<file path="src/rtl/hdlbc_pkg.sv">
// Shared definitions for the HDLBC round engine: FSM encoding, default
// geometry and the X2 half-swap used by the round function.
package hdlbc_pkg;

   typedef enum logic [1:0] {
      ST_IDLE = 2'd0,
      ST_RUN  = 2'd1,
      ST_DONE = 2'd2
   } hdlbc_st_e;

   localparam int HDLBC_W      = 16;
   localparam int HDLBC_ROT    = 1;
   localparam int HDLBC_ROUNDS = 24;

endpackage

// Swap the upper and lower halves of a W-bit word.
`ifndef HDLBC_HSWAP
`define HDLBC_HSWAP(x, w) {x[(w)/2-1:0], x[(w)-1:(w)/2]}
`endif

</file>
<file path="src/rtl/hdlbc_round.sv">
// One combinational HDLBC round: S = {X0,X1,X2,X3} -> {L0, X0, L1, X2}.
// Kept standalone so an unrolled engine can stack several copies.
module hdlbc_round
   import hdlbc_pkg::*;
#(
   parameter int W   = HDLBC_W,
   parameter int ROT = HDLBC_ROT
) (
   input  logic [4*W-1:0] s,
   input  logic [W-1:0]   rk,
   output logic [4*W-1:0] s_nxt
);

   logic [W-1:0] x0, x1, x2, x3;
   logic [W-1:0] rot0, t, kx;

   assign {x0, x1, x2, x3} = s;

   // A zero rotation has no valid part-select form, so it gets its own branch.
   generate
      if (ROT == 0) begin : g_norot
         assign rot0 = x0;
      end else begin : g_rot
         assign rot0 = {x0[W-1-ROT:0], x0[W-1:W-ROT]};
      end
   endgenerate

   assign t     = ~(rot0 & `HDLBC_HSWAP(x2, W));
   assign kx    = t ^ rk ^ x2;
   assign s_nxt = {kx ^ x1, x0, kx ^ x3, x2};

endmodule

</file>
<file path="src/rtl/hdlbc_round_engine.sv">
// Iterative HDLBC engine: loads a 4-word block, runs ROUNDS rounds (one per
// clock) with keys fetched by rk_idx, then holds the result until taken.
module hdlbc_round_engine
   import hdlbc_pkg::*;
#(
   parameter int W      = HDLBC_W,
   parameter int ROT    = HDLBC_ROT,
   parameter int ROUNDS = HDLBC_ROUNDS,
   localparam int CNT_W = (ROUNDS > 1) ? $clog2(ROUNDS) : 1
) (
   input  logic             clk,
   input  logic             rst,
   input  logic             in_valid,
   output logic             in_ready,
   input  logic [4*W-1:0]   in_state,
   output logic [CNT_W-1:0] rk_idx,
   input  logic [W-1:0]     rk,
   output logic             out_valid,
   input  logic             out_ready,
   output logic [4*W-1:0]   out_state,
   output logic             busy
);

   localparam logic [CNT_W-1:0] LAST = CNT_W'(ROUNDS - 1);

   hdlbc_st_e        st;
   logic [CNT_W-1:0] cnt;
   logic [4*W-1:0]   s, s_nxt;

   hdlbc_round #(.W(W), .ROT(ROT)) u_round (
      .s     (s),
      .rk    (rk),
      .s_nxt (s_nxt)
   );

   // Handshake outputs are registered alongside the state so they change
   // exactly on the FSM transition edges.
   always_ff @(posedge clk) begin
      if (rst) begin
         st        <= ST_IDLE;
         cnt       <= '0;
         s         <= '0;
         in_ready  <= 1'b1;
         out_valid <= 1'b0;
         busy      <= 1'b0;
         rk_idx    <= '0;
      end else begin
         case (st)
            ST_IDLE: begin
               if (in_valid) begin
                  s        <= in_state;
                  cnt      <= '0;
                  rk_idx   <= '0;
                  in_ready <= 1'b0;
                  busy     <= 1'b1;
                  st       <= ST_RUN;
               end
            end
            ST_RUN: begin
               s <= s_nxt;
               if (cnt == LAST) begin
                  rk_idx    <= '0;
                  out_valid <= 1'b1;
                  st        <= ST_DONE;
               end else begin
                  cnt    <= cnt + 1'b1;
                  rk_idx <= cnt + 1'b1;
               end
            end
            ST_DONE: begin
               if (out_ready) begin
                  cnt       <= '0;
                  out_valid <= 1'b0;
                  busy      <= 1'b0;
                  in_ready  <= 1'b1;
                  st        <= ST_IDLE;
               end
            end
            default: st <= ST_IDLE;
         endcase
      end
   end

   assign out_state = s;

endmodule

</file>
<file path="config.mk">
export PLATFORM = sky130hd
export DESIGN_NAME = hdlbc_round_engine
export DESIGN_NICKNAME = d
export VERILOG_FILES = /design/src/rtl/hdlbc_pkg.sv /design/src/rtl/hdlbc_round.sv /design/src/rtl/hdlbc_round_engine.sv
export SDC_FILE = /design/constraint.sdc
export NUM_CORES = 1
export LEC_CHECK = 0
export BUFFER_PORTS_ARGS = -buffer_cell sky130_fd_sc_hd__clkbuf_2
export CORE_ASPECT_RATIO = 1.75
export CORE_MARGIN = 1.5
export CORE_UTILIZATION = 54
export DETAILED_ROUTE_END_ITERATION = 12
export PLACE_DENSITY = 0.85
export SLEW_MARGIN = 20
export SYNTH_ARGS = -nofsm -noshare
export SYNTH_HDL_FRONTEND = slang
export SYNTH_SLANG_ARGS = --single-unit
</file>
<file path="constraint.sdc">
create_clock -name clk -period 2.4 [get_ports clk]
set_clock_uncertainty 0.15 [all_clocks]
set_input_delay 0.12 -clock clk [delete_from_list [all_inputs] [get_ports clk]]
set_output_delay 0.12 -clock clk [all_outputs]
set_load 0.01 [all_outputs]
</file>
After elaboration in Yosys (flattened, before gate mapping)

Index checks and enable logic that the tools add are counted.
Widths: inputs -> output; s select.

$add $sub $neg: 1
Eq/ne operators: 7
Muxes and demuxes: 20
Bitwise logic cells: 6
Reduce and logical (&&, ||, !) cells: 10

Operators with widths:

| cell                | count |
|---|---|
| $pmux 64 s2         | 1 |
| $mux 64             | 1 |
| $xor 16x16->16      | 4 |
| $mux 5              | 4 |
| $and 16x16->16      | 1 |
| $not 16->16         | 1 |
| $pmux 5 s3          | 1 |
| $pmux 5 s2          | 1 |
| $reduce_and 3->1    | 3 |
| $ne 2x2->1 const B  | 4 |
| $mux 2              | 3 |
| $pmux 1 s2          | 3 |
| $pmux 2 s3          | 1 |
| $reduce_bool 2->1   | 3 |
| $add 5x1->5 const B | 1 |
| $eq 5x5->1 const B  | 1 |
| $mux 1              | 5 |
| $reduce_and 4->1    | 1 |
| $reduce_bool 3->1   | 1 |
| $eq 2x1->1 const B  | 1 |
| $eq 2x2->1 const B  | 1 |
| $logic_not 2->1     | 1 |
| $reduce_and 2->1    | 1 |

Register bits after elaboration: 79
Input bits: 84
Output and inout bits: 72

Depth between registers and ports, before layout

Gate-level depths: netlist (run 1).

Word-level depth: 6
Gate-level depth with buffers: 7
Gate-level depth less buffers: 5

Cells and area by module

From an unflattened synthesis (run 1), not the netlist that was laid out.

Cell total of the unflattened synthesis: 530
Area total of the unflattened synthesis: 4827.1 µm²

Modules (own cells, without submodules):

| module             | instances | cells an instance | area an instance (µm²) | sequential area each (µm²) |
|---|---|---|---|---|
| hdlbc_round_engine | 1         | 434               | 3548.4                 | 1581.5 |
| hdlbc_round        | 1         | 96                | 1278.7                 | 0.0 |

Least setup slack after synthesis (run 1)

No wires, ideal clock.

Path kind: register -> register
Start point: register st[0]
End point: register s[56] (netlist: out_state[56])
Setup time: 0.142 ns
Arrival: 1.245 ns
Required time: 2.108 ns
Setup slack: 0.863 ns
Stages on the path, launching flop included: 8
Path buffers: 3
Period minus slack after synthesis: 1.537 ns
Cell sequence: dfxtp_1 buf_4 nand2b_1 or2_1 buf_4 buf_6 o22ai_2 a211oi_2

Word-level cells in the longest chain between the ends: 3
Elaborated cells between the ends (all ways): 6
Those cells by class: 2 x eq/ne; 1 x mux; 3 x reduce/logical

RTL lines:

| item                                                             | RTL line                 | RTL |
|---|---|---|
| start, declared                                                  | hdlbc_round_engine.sv:26 | `hdlbc_st_e st;` |
| start signal, assigned                                           | hdlbc_round_engine.sv:40 | `st <= ST_IDLE;` |
| start signal, assigned                                           | hdlbc_round_engine.sv:56 | `st <= ST_RUN;` |
| start signal, assigned                                           | hdlbc_round_engine.sv:64 | `st <= ST_DONE;` |
| $eq 2x1->1 or $logic_not 2->1 (tied branches)                    | hdlbc_round_engine.sv:48 | `case (st)` |
| $reduce_bool 2->1 (no source line) or $ne 2x2->1 (tied branches) | --                       |  |
| $reduce_and 2->1 (no source line)                                | --                       |  |
| end signal, assigned                                             | hdlbc_round_engine.sv:51 | `s <= in_state;` |
| end signal, assigned                                             | hdlbc_round_engine.sv:60 | `s <= s_nxt;` |
| end, declared                                                    | hdlbc_round_engine.sv:28 | `logic [4*W-1:0] s, s_nxt;` |

Parallel ways exist; a longest one is shown, timed or not.
A chain may end at the register's enable or synchronous reset.

Worst setup path in the final report (run 1)

Start point: register st[1]
End point: register cnt[3]

Word-level cells in the longest chain between the ends: 3
Elaborated cells between the ends (all ways): 9
Those cells by class: 5 x eq/ne; 1 x mux; 3 x reduce/logical

RTL lines:

| item                                                             | RTL line                 | RTL |
|---|---|---|
| $eq 2x1->1 (tied with other cells)                               | hdlbc_round_engine.sv:48 |  |
| $ne 2x2->1 (no source line) or $reduce_bool 3->1 (tied branches) | --                       |  |
| $reduce_and 4->1 (no source line)                                | --                       |  |
| end signal, assigned                                             | hdlbc_round_engine.sv:66 | `cnt <= cnt + 1'b1;` |
| end, declared                                                    | hdlbc_round_engine.sv:27 | `logic [CNT_W-1:0] cnt;` |

Parallel ways exist; a longest one is shown, timed or not.

==> results.yml, run 1 <==
logic_synthesis:
  synth_nets: 577
  synth_most_common_cell: "nand2_1"
  yosysTopAreaCell: "dfxtp_1"
  synth_warnings: 0
  syn_area_per_cell_um2: 8.883
  synth_common_cells: "nand2_1, dfxtp_1, nor2_1, xnor2_1, a311oi_1"
  synth_edf_count: 0
  synth_ff_type: "dfxtp_1"
  synthCells: 492
  ys_types: 42
  netlist_area_mm2: 0.004370
  ys_seq_elements: 79
  synth_top_cell_area_share_pct: 36.19
  async_flop_share_pct: 0
  ys_top_cells_by_area: "dfxtp_1, xnor2_1, nand2_1, xnor2_2, a311oi_1"
  synth_seq_area_share_pct: 36.19
worst_setup_path:
  crit_type: "register to register"
  r2r_cells: 5
  slowest_delay_ps: 600
  cp-end-kind: "register"
  r2r_slack_ps: 350
  cp_slowest_cell: "dfxtp_1"
  cp-start-kind: "register"
  worstPathArrival_ps: 2180
  reg2reg_to: "cnt[3]$_SDFFE_PP0P_"
  cp.depth: 5
  crit_family: "flip-flops"
  critPathMaxFanout: 18
  crit_chain: "buf_4, mux2_1, a22oi_2, nand2_1, a21oi_1"
  worst-path-buf-inv: 1
  timing.rr.start: "st[1]$_SDFFE_PP0P_"
  critical_path_required_ps: 2530
cts:
  clk_pin_slew_ps: 60
  cts_htree_levels: 3
  cts_tree: "yes"
  cts_hold_buf: 45
  ctsResizeCount: 0
  cts.sinks: 79
  cts_buffers: 9
  cts_setup_buffers: 0
  insertion_delay_ps: 350
  ctsLongestPathBuffers: 2
  clockRootBuffer: "clkbuf_16"
sta:
  worstMarginPinSlew_ps: 553.6
  finalCriticalPeriod_ps: 2055
  slew_headroom_pct: 63.10
  hold_viol: 0
  tns_ps: 0
  fin_crit_sh_pct: 85.62
  setup_viol: 0
  rsz0062_at_grt: "no"
  report.final.slew_viol_count: 0
  fmax_mhz: 486.6
min_path:
  hp-class: "primary input to register"
  min_from: "in_state[34]"
  min_to: "out_state[34]$_SDFFE_PP0P_"
  hold_path_depth: 5
drt:
  drc: 0
  vias: 4511
  drt_iter0_markers: 313
  drt_wl_total_um: 13740
  vias_per_cell: 5.866
  ant_nets: 0
  dr.pass1.iters: 7
  wire_per_inst_um: 17.86
power:
  total_power_uw: 4219
  p_leak_uw: 0.002596
  power_density_mw_per_mm2: 712.1
  vdd_ir_drop_max_uv: 465.3
place:
  port_buffers: 155
  globalplace.congestion: 0.9230
  dp_hpwl_um: 9323
outcome:
  status: "complete, no violations"
grt:
  antenna_found_initial: 0
  grt_pass1_wl_um: 21710
  grt_pass1_vias: 4505
  track_usage_pct: 31.82
  grt_overflow: 0
  grt_max_degree: 47
job:
  maxCapViolCount: 0
floorplanning:
  initial_core_util_pct: 55.26
  die-width_um: 71.01
  die_area_mm2: 0.008663
  rows: 43
  fp.coreArea_mm2: 0.007909
  io_pins: 156
  die_height_um: 122.0
cells_and_area:
  n_antenna_cell: 0
  nets: 760
  n_fill_cell: 568
  drive_above_1_share_pct: 33.14
  syn2layout_area_growth_pct: 35.59
-- where the power goes --
part / switching [uW] / internal, uW / total, uW
clock network: 539 / 934 / 1470
registers: 176 / 1440 / 1610
logic: 568 / 565 / 1130
-- worst register-to-register path: cells and delay by family (launching register included) --
family          cells  cell delay [ps]
compound gates      2              370
buf+inv             1              350
mux                 1              400
flops               1              600
simple gates        1              120
-- cell families (layout without fill, tap and decap cells) --
group | count (synthesis) | count (layout) | share of synthesized area (%)
AOI/OAI and AO/OA | 134 | 134 | 25.39
xor gates and xnor gates | 66 | 66 | 17.26
adders and majority gates | 1 | 1 | 0.2862
buffers and inverters | 58 | 245 | 6.413
DFF | 79 | 79 | 36.19
muxes | 1 | 1 | 0.2576
and+or+nand+nor | 153 | 153 | 14.20
-- cell usage in the layout (no fill, tap or decap), types with 2 or more instances in the layout --
cell           synthesis  layout
a211oi_1               6       6
a211oi_2              10      10
a21boi_1              16      16
a21oi_1               15      15
a221oi_1              16      16
a2bb2oi_1              4       4
a311oi_1              27      27
buf_4                  7      11
bufinv_16              0       2
clkbuf_1              13       2
clkbuf_16              0       9
clkbuf_2               0     154
dfxtp_1               79      79
dlygate4sd3_1          0      45
inv_1                 17      17
nand2_1               88      88
nand2b_1               2       2
nand3_1                2       2
nor2_1                46      46
nor3_1                 6       6
o21bai_1               2       2
o22ai_1               22      22
o22ai_2               10      10
or2_1                  2       2
or3_1                  2       2
xnor2_1               46      46
xnor2_2               16      16
xnor2_4                3       3
-- metal layers --
metal | vias to the layer above | track usage (%) | part of all wire, %
li1 | 2099 | - | -
met1 | 2127 | 36.66 | 38
met2 | 226 | 53.68 | 51
met4 | 0 | 18.40 | 5.2
met5 | - | 0 | 0
met3 | 59 | 6.865 | 5.6
-- worst max path at each step --
stage,from,end,slack [ps]
after floorplan,st[0]$_SDFFE_PP0P_,out_state[56]$_SDFFE_PP0P_,860
after global placement,st[1]$_SDFFE_PP0P_,cnt[0]$_SDFFE_PP0P_,530
after detailed placement,st[1]$_SDFFE_PP0P_,cnt[3]$_SDFFE_PP0P_,390
after CTS,st[1]$_SDFFE_PP0P_,cnt[3]$_SDFFE_PP0P_,370
after global routing,st[1]$_SDFFE_PP0P_,cnt[3]$_SDFFE_PP0P_,200
final,st[1]$_SDFFE_PP0P_,cnt[3]$_SDFFE_PP0P_,350
-- metrics by stage --
step / cells / instance area (um2) / setup WS [ps] / hold slack (ps) / util [%]
floorplan: 492 / 4370 / 863.1 / 132.5 / -
global placement: 709 / 5161 / 525.2 / 225.1 / 65.26
detailed placement: 709 / 5161 / 386.2 / 228.4 / 65.26
CTS: 769 / 5926 / 368.2 / 38.63 / 74.92
global route: 769 / 5926 / 195.8 / 79.49 / 74.92
finish: 769 / 5926 / 345.1 / 38.63 / 74.92
-- final cells by class --
type                            count  area (um2)  area share, %
Tap cell                           90       112.6          1.900
Clock buffer                       12       246.5          4.160
Sequential cell                    79        1582          26.69
Inverter                           18       67.56          1.140
Timing Repair Buffer              212        1329          22.42
Clock inverter                      3       67.56          1.140
Multi-Input combinational cell    355        2521          42.55
-- flip-flops by register name, indices dropped and copies added (netlist names) --
name       cells
out_valid      1
in_ready       1
st             2
out_state     64
cnt            5
rk_idx         5
busy           1
No activity file was read; power rests on OpenSTA's default activity.
==> run 2, diff against run 1 <==
==> constraint.sdc (replaced) <==
create_clock -name clk -period 2.4 [get_ports clk]
set_clock_uncertainty 0.15 [all_clocks]
set_input_delay 0.24 -clock clk [delete_from_list [all_inputs] [get_ports clk]]
set_output_delay 0.24 -clock clk [all_outputs]
set_load 0.01 [all_outputs]
==> run 2 against run 1 <==
  * Combinational power down 6%
  * Maximum frequency increased by 1.4%
  * Final cell count fell by 5.7%
  * Clock power shrank 15%
  * Setup slack gained 28 ps
  * Cell area decreased by 8.3%
  * Critical path type unchanged
  * Highest routed layer unchanged
==> results.yml, run 2 (synthesis gave the netlist of run 1 again) <==
grt:
  grt_pass1_vias: 4117
  track_usage_pct: 28.79
  grt_use_met3_pct: 4.632
  grt_pass1_wl_um: 19620
  grt_overflow: 0
  busiest_layer: "met2"
  met2_usage_pct: 50.58
  use_met1_pct: 33.16
  grt_max_degree: 46
  antenna_found_initial: 0
floorplanning:
  die_height_um: 122.0
  initial_core_util_pct: 55.26
  die-width_um: 71.01
  fp.coreArea_mm2: 0.007909
  io_pins: 156
  rows: 43
  die_area_mm2: 0.008663
drt:
  drt_iter0_markers: 352
  drc: 0
  dr.pass1.iters: 5
  vias: 4261
  ant_nets: 0
  wire_per_inst_um: 17.27
  vias_per_cell: 5.877
  drt_wl_total_um: 12520
outcome:
  status: "complete, no violations"
power:
  intPower_uw: 2715
  vdd_ir_drop_max_uv: 420.5
  pwr-share-seq_pct: 41.0
  switching_power_uw: 1213
  power_density_mw_per_mm2: 723.1
  pwr-share-clk_pct: 31.9
  total_power_uw: 3928
  p_leak_uw: 0.002390
  switching_share_pct: 30.89
  combPwrFrac_pct: 27.1
worst_setup_path:
  worst-path-buf-inv: 1
  cp-end-kind: "register"
  slowest_delay_ps: 590
  crit_family: "flip-flops"
  crit_type: "register to register"
  crit_chain: "buf_4, mux2_1, a22oi_2, nand2_1, a21oi_1"
  cp_slowest_cell: "dfxtp_1"
  worstPathArrival_ps: 2130
  critical_path_required_ps: 2510
  critPathMaxFanout: 18
  cp-start-kind: "register"
sta:
  slew_headroom_pct: 68.21
  setup_viol: 0
  worstMarginPinSlew_ps: 476.2
  fin_crit_sh_pct: 84.44
  report.final.slew_viol_count: 0
  rsz0062_at_grt: "no"
  finalCriticalPeriod_ps: 2026
  tns_ps: 0
  hold_ws_ps: 7.094
  fin_ws_ps: 373.5
  hold_viol: 0
  fmax_mhz: 493.5
cells_and_area:
  register_area_mm2: 0.001582
  multi_input_area_mm2: 0.002521
  syn2layout_area_growth_pct: 24.31
  layout_common_cells: "clkbuf_2, nand2_1, dfxtp_1"
  n_fill_cell: 610
  drive_above_1_share_pct: 35.12
  largest_reg_flops: 64
  fin_cells: 725
  nets: 715
  mostFrequentLayoutCell: "clkbuf_2"
  n_antenna_cell: 0
place:
  dp.cells: 709
  preCtsSetupSlack_ps: 409.8
  globalplace.congestion: 0.9132
  port_buffers: 155
  dp_hpwl_um: 9092
min_path:
  hp-class: "primary input to register"
cts:
  insertion_delay_ps: 330
  cts_hold_buf: 0
  cts_tree: "yes"
  cts_setup_buffers: 0
  cts_buffers: 9
  clk_pin_slew_ps: 60
  cts.sinks: 79
  ctsLongestPathBuffers: 2
  ctsResizeCount: 0
  cts_htree_levels: 3
  clockRootBuffer: "clkbuf_16"
job:
  maxCapViolCount: 0
==> run 2: cell types whose count changed in the layout (fill, tap and decap cells not counted) <==
cell	change
clkinvlp_4	-1
bufinv_16	-2
clkbuf_1	+3
dlygate4sd3_1	-45
clkbuf_8	+1
==> run 2: final timing paths <==
path,start,to,slack [ps],depth (start not counted)
min,in_state[37],out_state[37]$_SDFFE_PP0P_,7,3
max,st[1]$_SDFFE_PP0P_,cnt[1]$_SDFFE_PP0P_,370,5
max reg2reg,st[1]$_SDFFE_PP0P_,cnt[1]$_SDFFE_PP0P_,370,5
min reg2reg,rk_idx[3]$_SDFFE_PP0P_,rk_idx[3]$_SDFFE_PP0P_,310,2
==> run 2: final cells by class <==
class	instances	share of cell area, %
multi-input cells	355	46.41
well taps	90	2.073
clock buffers	16	4.998
repair buffers	167	16.17
inverters	18	1.244
flip-flops and latches	79	29.11
==> run 2: layer usage <==
layer	part of all wire (%)	up-vias
met3	5.2	38
met1	38	2014
li1	-	2014
met5	0	-
met4	3.8	0
met2	53	195
==> run 2: metrics by stage <==
step / cell area [um2] / utilization, %
after global routing: 5433 / 68.69
after floorplan: 4370 / -
after CTS: 5433 / 68.69
after detailed placement: 5161 / 65.26
final: 5433 / 68.69
after global placement: 5161 / 65.26
==> run 2: worst reg2reg max path: stages, from the launching register on <==
cell	delay, ps
dfxtp_1	590
buf_4	350
mux2_1	380
a22oi_2	200
nand2_1	110
a21oi_1	170
==> run 2: power by group through the flow <==
stage	Combinational (uW)	Clock (uW)	Sequential, uW
after global routing	1150	1320	1630
after floorplan	702	0	1640
after detailed placement	1050	0	1640
after global placement	1030	0	1630
after CTS	1060	1280	1610
final	1060	1250	1610
